[config.mk]
export PLATFORM = sky130hd
export DESIGN_NAME = aes_trace_sequencer
export DESIGN_NICKNAME = d
export VERILOG_FILES = /design/src/rtl/aes_tb_pkg.sv /design/src/rtl/aes_lfsr128.sv /design/src/rtl/aes_trace_sequencer.sv
export SDC_FILE = /design/constraint.sdc
export NUM_CORES = 2
export LEC_CHECK = 0
export CORE_AREA = 5 5 315 317
export DETAILED_ROUTE_END_ITERATION = 10
export DIE_AREA = 0 0 320 322
export MAX_ROUTING_LAYER = met4
export PLACE_DENSITY = 0.63
export SLEW_MARGIN = 30
export SYNTH_ARGS = -nofsm -noshare
export SYNTH_HDL_FRONTEND = slang
export SYNTH_HIERARCHICAL = 1
export SYNTH_SLANG_ARGS = --single-unit
[constraint.sdc]
create_clock -name AES_clk -period 47.8 [get_ports AES_clk]
set_input_delay 9.56 -clock AES_clk [delete_from_list [all_inputs] [get_ports AES_clk]]
set_output_delay 9.56 -clock AES_clk [all_outputs]
set_load 0.05 [all_outputs]
[src/rtl/aes_tb_pkg.sv]
// aes_tb_pkg: shared types and constants for the AES trace sequencer
package aes_tb_pkg;
  localparam int DATA_W = 128;
  localparam logic [DATA_W-1:0] LFSR_POLY = 128'h87;
  localparam logic [1:0] MODE_FIXED  = 2'd0;
  localparam logic [1:0] MODE_RANDOM = 2'd1;
  localparam logic [1:0] MODE_TVLA   = 2'd2;
  typedef enum logic [2:0] {S_IDLE, S_LOAD, S_RUN, S_GAP, S_DONE, S_ERR} state_t;
endpackage

[src/rtl/aes_lfsr128.sv]
// aes_lfsr128: left-shifting Galois LFSR with step enable
//  clk/rst : clock, async active-high reset (loads SEED)
//  en      : advance one step
//  nxt     : value the register takes on the next step
import aes_tb_pkg::*;
module aes_lfsr128 #(
  parameter int W = DATA_W,
  parameter logic [W-1:0] SEED = W'(1),
  parameter logic [W-1:0] POLY = LFSR_POLY
) (
  input  logic         clk,
  input  logic         rst,
  input  logic         en,
  output logic [W-1:0] nxt
);
  logic [W-1:0] q;
  assign nxt = {q[W-2:0], 1'b0} ^ (q[W-1] ? POLY : '0);
  always_ff @(posedge clk or posedge rst)
    if (rst) q <= SEED;
    else if (en) q <= nxt;
endmodule

[src/rtl/aes_trace_sequencer.sv]
// aes_trace_sequencer: issues back-to-back AES encryptions for trace capture
//  AES_clk/AES_rst          : clock, async active-high reset
//  start/abort              : campaign launch / cancel pulses
//  mode/num_traces/fixed_pt/key : campaign setup, sampled on start
//  aes_en/aes_data_in/aes_key_in : drive AES_top
//  aes_data_out/aes_data_out_valid : AES_top result
//  trig/trace_cls/trace_idx : per-trace capture trigger and tagging
//  ct_out/ct_valid          : captured ciphertext
//  busy/done/err            : status (done/err sticky)
import aes_tb_pkg::*;
module aes_trace_sequencer #(
  parameter int CNT_W = 16,
  parameter int EN_HOLD = 51,
  parameter int GAP = 15,
  parameter int TMO = 255,
  parameter logic [DATA_W-1:0] SEED = 128'h1
) (
  input  logic              AES_clk,
  input  logic              AES_rst,
  input  logic              start,
  input  logic              abort,
  input  logic [1:0]        mode,
  input  logic [CNT_W-1:0]  num_traces,
  input  logic [DATA_W-1:0] fixed_pt,
  input  logic [DATA_W-1:0] key,
  output logic              aes_en,
  output logic [DATA_W-1:0] aes_data_in,
  output logic [DATA_W-1:0] aes_key_in,
  input  logic [DATA_W-1:0] aes_data_out,
  input  logic              aes_data_out_valid,
  output logic              trig,
  output logic              trace_cls,
  output logic [CNT_W-1:0]  trace_idx,
  output logic [DATA_W-1:0] ct_out,
  output logic              ct_valid,
  output logic              busy,
  output logic              done,
  output logic              err
);
  localparam int MX = EN_HOLD > TMO ? (EN_HOLD > GAP ? EN_HOLD : GAP) : (TMO > GAP ? TMO : GAP);
  localparam int CW = $clog2(MX + 1);
  state_t state;
  logic [1:0] mode_q;
  logic [CNT_W-1:0] num_q;
  logic [DATA_W-1:0] pt_q, rnd_val;
  logic [CW-1:0] cnt;
  logic got, rnd, hold_ok, timeout, last;
  assign rnd = mode_q == MODE_RANDOM || (mode_q == MODE_TVLA && trace_idx[0]);
  // one counter serves as both hold and timeout counter: both start at RUN entry
  assign hold_ok = cnt >= CW'(EN_HOLD - 1);
  assign timeout = cnt == CW'(TMO - 1);
  assign last = trace_idx == num_q - 1'b1;
  aes_lfsr128 #(.W(DATA_W), .SEED(SEED), .POLY(LFSR_POLY)) u_lfsr (
    .clk(AES_clk), .rst(AES_rst), .en(state == S_LOAD && rnd && !abort), .nxt(rnd_val)
  );
  always_ff @(posedge AES_clk or posedge AES_rst) begin
    if (AES_rst) begin
      state <= S_IDLE;
      mode_q <= '0;
      num_q <= '0;
      pt_q <= '0;
      cnt <= '0;
      got <= 1'b0;
      aes_en <= 1'b0;
      aes_data_in <= '0;
      aes_key_in <= '0;
      trig <= 1'b0;
      trace_cls <= 1'b0;
      trace_idx <= '0;
      ct_out <= '0;
      ct_valid <= 1'b0;
      busy <= 1'b0;
      done <= 1'b0;
      err <= 1'b0;
    end else begin
      trig <= 1'b0;
      ct_valid <= 1'b0;
      if (abort) begin
        state <= S_IDLE;
        aes_en <= 1'b0;
        busy <= 1'b0;
        done <= 1'b0;
        err <= 1'b0;
      end else begin
        case (state)
          S_IDLE, S_DONE, S_ERR: if (start) begin
            mode_q <= mode == 2'd3 ? MODE_FIXED : mode;
            num_q <= num_traces;
            pt_q <= fixed_pt;
            aes_key_in <= key;
            trace_idx <= '0;
            err <= 1'b0;
            done <= num_traces == '0;
            busy <= num_traces != '0;
            state <= num_traces == '0 ? S_DONE : S_LOAD;
          end
          S_LOAD: begin
            aes_data_in <= rnd ? rnd_val : pt_q;
            trace_cls <= rnd;
            aes_en <= 1'b1;
            trig <= 1'b1;
            cnt <= '0;
            got <= 1'b0;
            state <= S_RUN;
          end
          S_RUN: begin
            cnt <= cnt + 1'b1;
            if (aes_data_out_valid && !got) begin
              ct_out <= aes_data_out;
              ct_valid <= 1'b1;
              got <= 1'b1;
            end
            if (hold_ok && (got || aes_data_out_valid)) begin
              aes_en <= 1'b0;
              cnt <= '0;
              state <= S_GAP;
            end else if (timeout && !got && !aes_data_out_valid) begin
              aes_en <= 1'b0;
              busy <= 1'b0;
              err <= 1'b1;
              state <= S_ERR;
            end
          end
          S_GAP: begin
            cnt <= cnt + 1'b1;
            // GAP-1 cycles here plus the LOAD cycle keep aes_en low for exactly GAP cycles
            if (cnt == CW'(GAP - 2)) begin
              trace_idx <= last ? trace_idx : trace_idx + 1'b1;
              busy <= !last;
              done <= last;
              state <= last ? S_DONE : S_LOAD;
            end
          end
          default: state <= S_IDLE;
        endcase
      end
    end
  end
endmodule
==> impl_metrics.toml <==
[setup_path]
startpoint_type = "primary input"
cpPeakStageDelay_ns = 0.88
r2r_slack_ns = 43.93
path_cells = "clkdlybuf4s50_1, or2_4, buf_4, buf_4, nand2_1, nand2_1"
crit_arrival_ns = 13.05
cp_data_required_time_ns = 48.37
cpMaxStageDelayCell = "clkdlybuf4s50_1"
r2r_cells = 7
path_class = "in -> reg"
crit_fanout = 77
worstSetupEndpointType = "flip-flop"

[power_and_ir_drop]
finalPower_mw = 3.020
worst_ir_drop_vdd_v = 0.00004345
leakage_nw = 18.45
powerDensity_nw_per_um2 = 74.95

[place]
port_buffers = 813
dp_cells = 4531
detailed_place_hpwl_um = 69980
gp_congestion = 0.9393

[timing]
layout_min_cycle_time_ns = 12.48
drv_slew = 0
slew_headroom = 0.3386
fmax_mhz = 80.10
clock_skew_ns = 0.02560
max_slew.worst_pin.slew_ns = 0.9922
period_share = 0.2612
grt_setup_unrepaired = "false"
finalHoldViolCount = 0
fin_tns_setup_ns = 0
final-setup-viol-count = 0

[logic_synthesis]
synth_cells = 2689
synth_top_area_share = 0.5968
synth-seq-area-share = 0.5977
yosys-top-cells-area = "dfrtp_1 (60%), nand2_1 (13%), mux2_2 (9.9%)"
ys_types = 61
synth_compound_area_frac = 0.04385
synthSimpleGateAreaFrac = 0.1495
synth_ff_type = "dfrtp_1"
synth_edf_count = 0
synth_top_family_by_area = "simple AND/OR/NAND/NOR gates"
yosysTopAreaCell = "dfrtp_1"
yosys_warnings = 6
syn_area_um2 = 29020
synth_xor_area_frac = 0.005907
yosysMostFrequentCell = "nand2_1"
ys_async_sr_fraction = 1.000
synth_mux_area_frac = 0.1438
synth_common_cells = "nand2_1 (970), dfrtp_1 (692), mux2_2 (256), o21ai_0 (157), mux2i_1 (129)"
ys_ff_latch = 693
yosys.area_share.adder = 0.002156
syn_avg_cell_area_um2 = 10.79
syn-num-nets = 3101

[finish]
nFillCells = 9094
multi_input_area_um2 = 10050
register_area_um2 = 17340
fin_cells = 4699
areaGrowthSynthToFinish_pct = 38.84
post-route-util = 0.4197
nets = 3752
drive_above_1_share = 0.1254

[clocking]
clkLatencyLatePin_ns = 0.65
cts_buffers = 83
cts_tree = "built"
cts-root-buf = "clkbuf_16"
clk_pin_slew_ns = 0.06
cts_hold_buf = 0
h-tree-depth = 3
cts-resized-gates = 0
cts_buffer_depth = 3
post_cts_buffers = 0
cts_num_sinks = 693

[die]
die_width_um = 320
dieHeight_um = 322
start_util = 0.3023
coreArea_um2 = 95990
row_count = 114
ios = 814
dieArea_um2 = 103000

[routing]
drt_iter0_drc = 1218
drt_pass1_iterations = 7
viasPerCell = 4.528
route.detailed.drc = 0
wirelength_um = 96810
vias = 21277
wl_per_cell_um = 20.60
final_antenna_net_count = 0

[hold_path]
hold_class = "reg -> reg"
worstHoldPathCells = 2

[grt]
antenna_found_initial = 17
grt_max_degree = 210
gr-total-overflow = 0
track_usage = 0.1878
grt_pass1_wl_um = 144600
grt_pass1_vias = 22012

[run]
cap_viol_max_count = 0

[outcome]
status = "finished clean"
[registers in the layout, indices dropped and copies added (netlist names), 3 cells and up]
signal / count
aes_data_in: 128
aes_key_in: 128
ct_out: 128
pt_q: 128
u_lfsr/q: 128
num_q: 16
trace_idx: 16
cnt: 8
state: 3
[critical path: cells and delay by family]
family        cells  cell delay [ns]
simple gates      3             0.91
buf+inv           3             2.35
[per-layer routing]
metal | up-vias | GRT usage | wire [µm]
li1 | 10060 | - | -
met1 | 10426 | 0.2375 | 40600
met2 | 677 | 0.2916 | 45440
met3 | 114 | 0.06233 | 8280
met4 | 0 | 0.05069 | 2490
met5 | - | - | 0
[through the flow]
stage          setup WS [ns]  hold WS [ns]  cell area [µm²]
2_1_floorplan          22.44        0.4450            29020
3_3_place_gp           34.19        0.4559            37380
3_5_place_dp           34.46        0.4609            37410
4_1_cts                35.18        0.4756            40230
5_1_grt                35.08        0.4847            40290
6_report               35.32        0.4696            40290
[final cells by class]
cell class | count | share of cell area
clock buffers | 118 | 0.05829
multi-input cells | 1714 | 0.2495
diodes | 17 | 0.001056
clock inverters | 33 | 0.01180
repair buffers | 837 | 0.2080
inverters | 11 | 0.001335
well taps | 1276 | 0.03963
flip-flops and latches | 693 | 0.4305
[power by group]
group | switching, mW | internal, mW | total (mW)
sequential | 0.148 | 0.807 | 0.955
combinational | 0.942 | 0.472 | 1.41
clock | 0.262 | 0.389 | 0.651
total | 1.35 | 1.67 | 3.02
[placed cells by master (no fill, tap or decap), types with 9 or more instances in the layout]
master and instances:
clkdlybuf4s50_1 813, o21ai_0 157, nand3_1 9, mux2i_1 128, inv_1 9, o31ai_1 14, dfrtp_1 692, mux2_2 256
a21oi_1 23, buf_4 17, clkbuf_16 83, clkinv_2 11, clkbuf_1 21, nand2_1 970, diode_2 17, xor2_1 9
clkbuf_8 14, nor2_1 20
[worst paths after layout]
check,startpoint,endpoint
hold reg to reg,pt_q[110],pt_q[110]
setup / recovery,abort,pt_q[100]
min in group asynchronous,AES_rst,u_lfsr/q[61]
max in group asynchronous,AES_rst,num_q[8]
setup reg to reg,trace_idx[0],aes_data_in[101]
hold / removal,pt_q[110],pt_q[110]
[logic make-up (layout without fill, tap and decap cells)]
logic type	after synthesis	count (layout)
AOI/OAI and AO/OA	226	226
xor gates and xnor gates	18	18
adders and majority gates	5	5
buffers and inverters	282	999
DFF	693	693
muxes	385	385
other	0	17
and+or+nand+nor	1080	1080
Note: power is estimated with default switching activity, not from simulation.
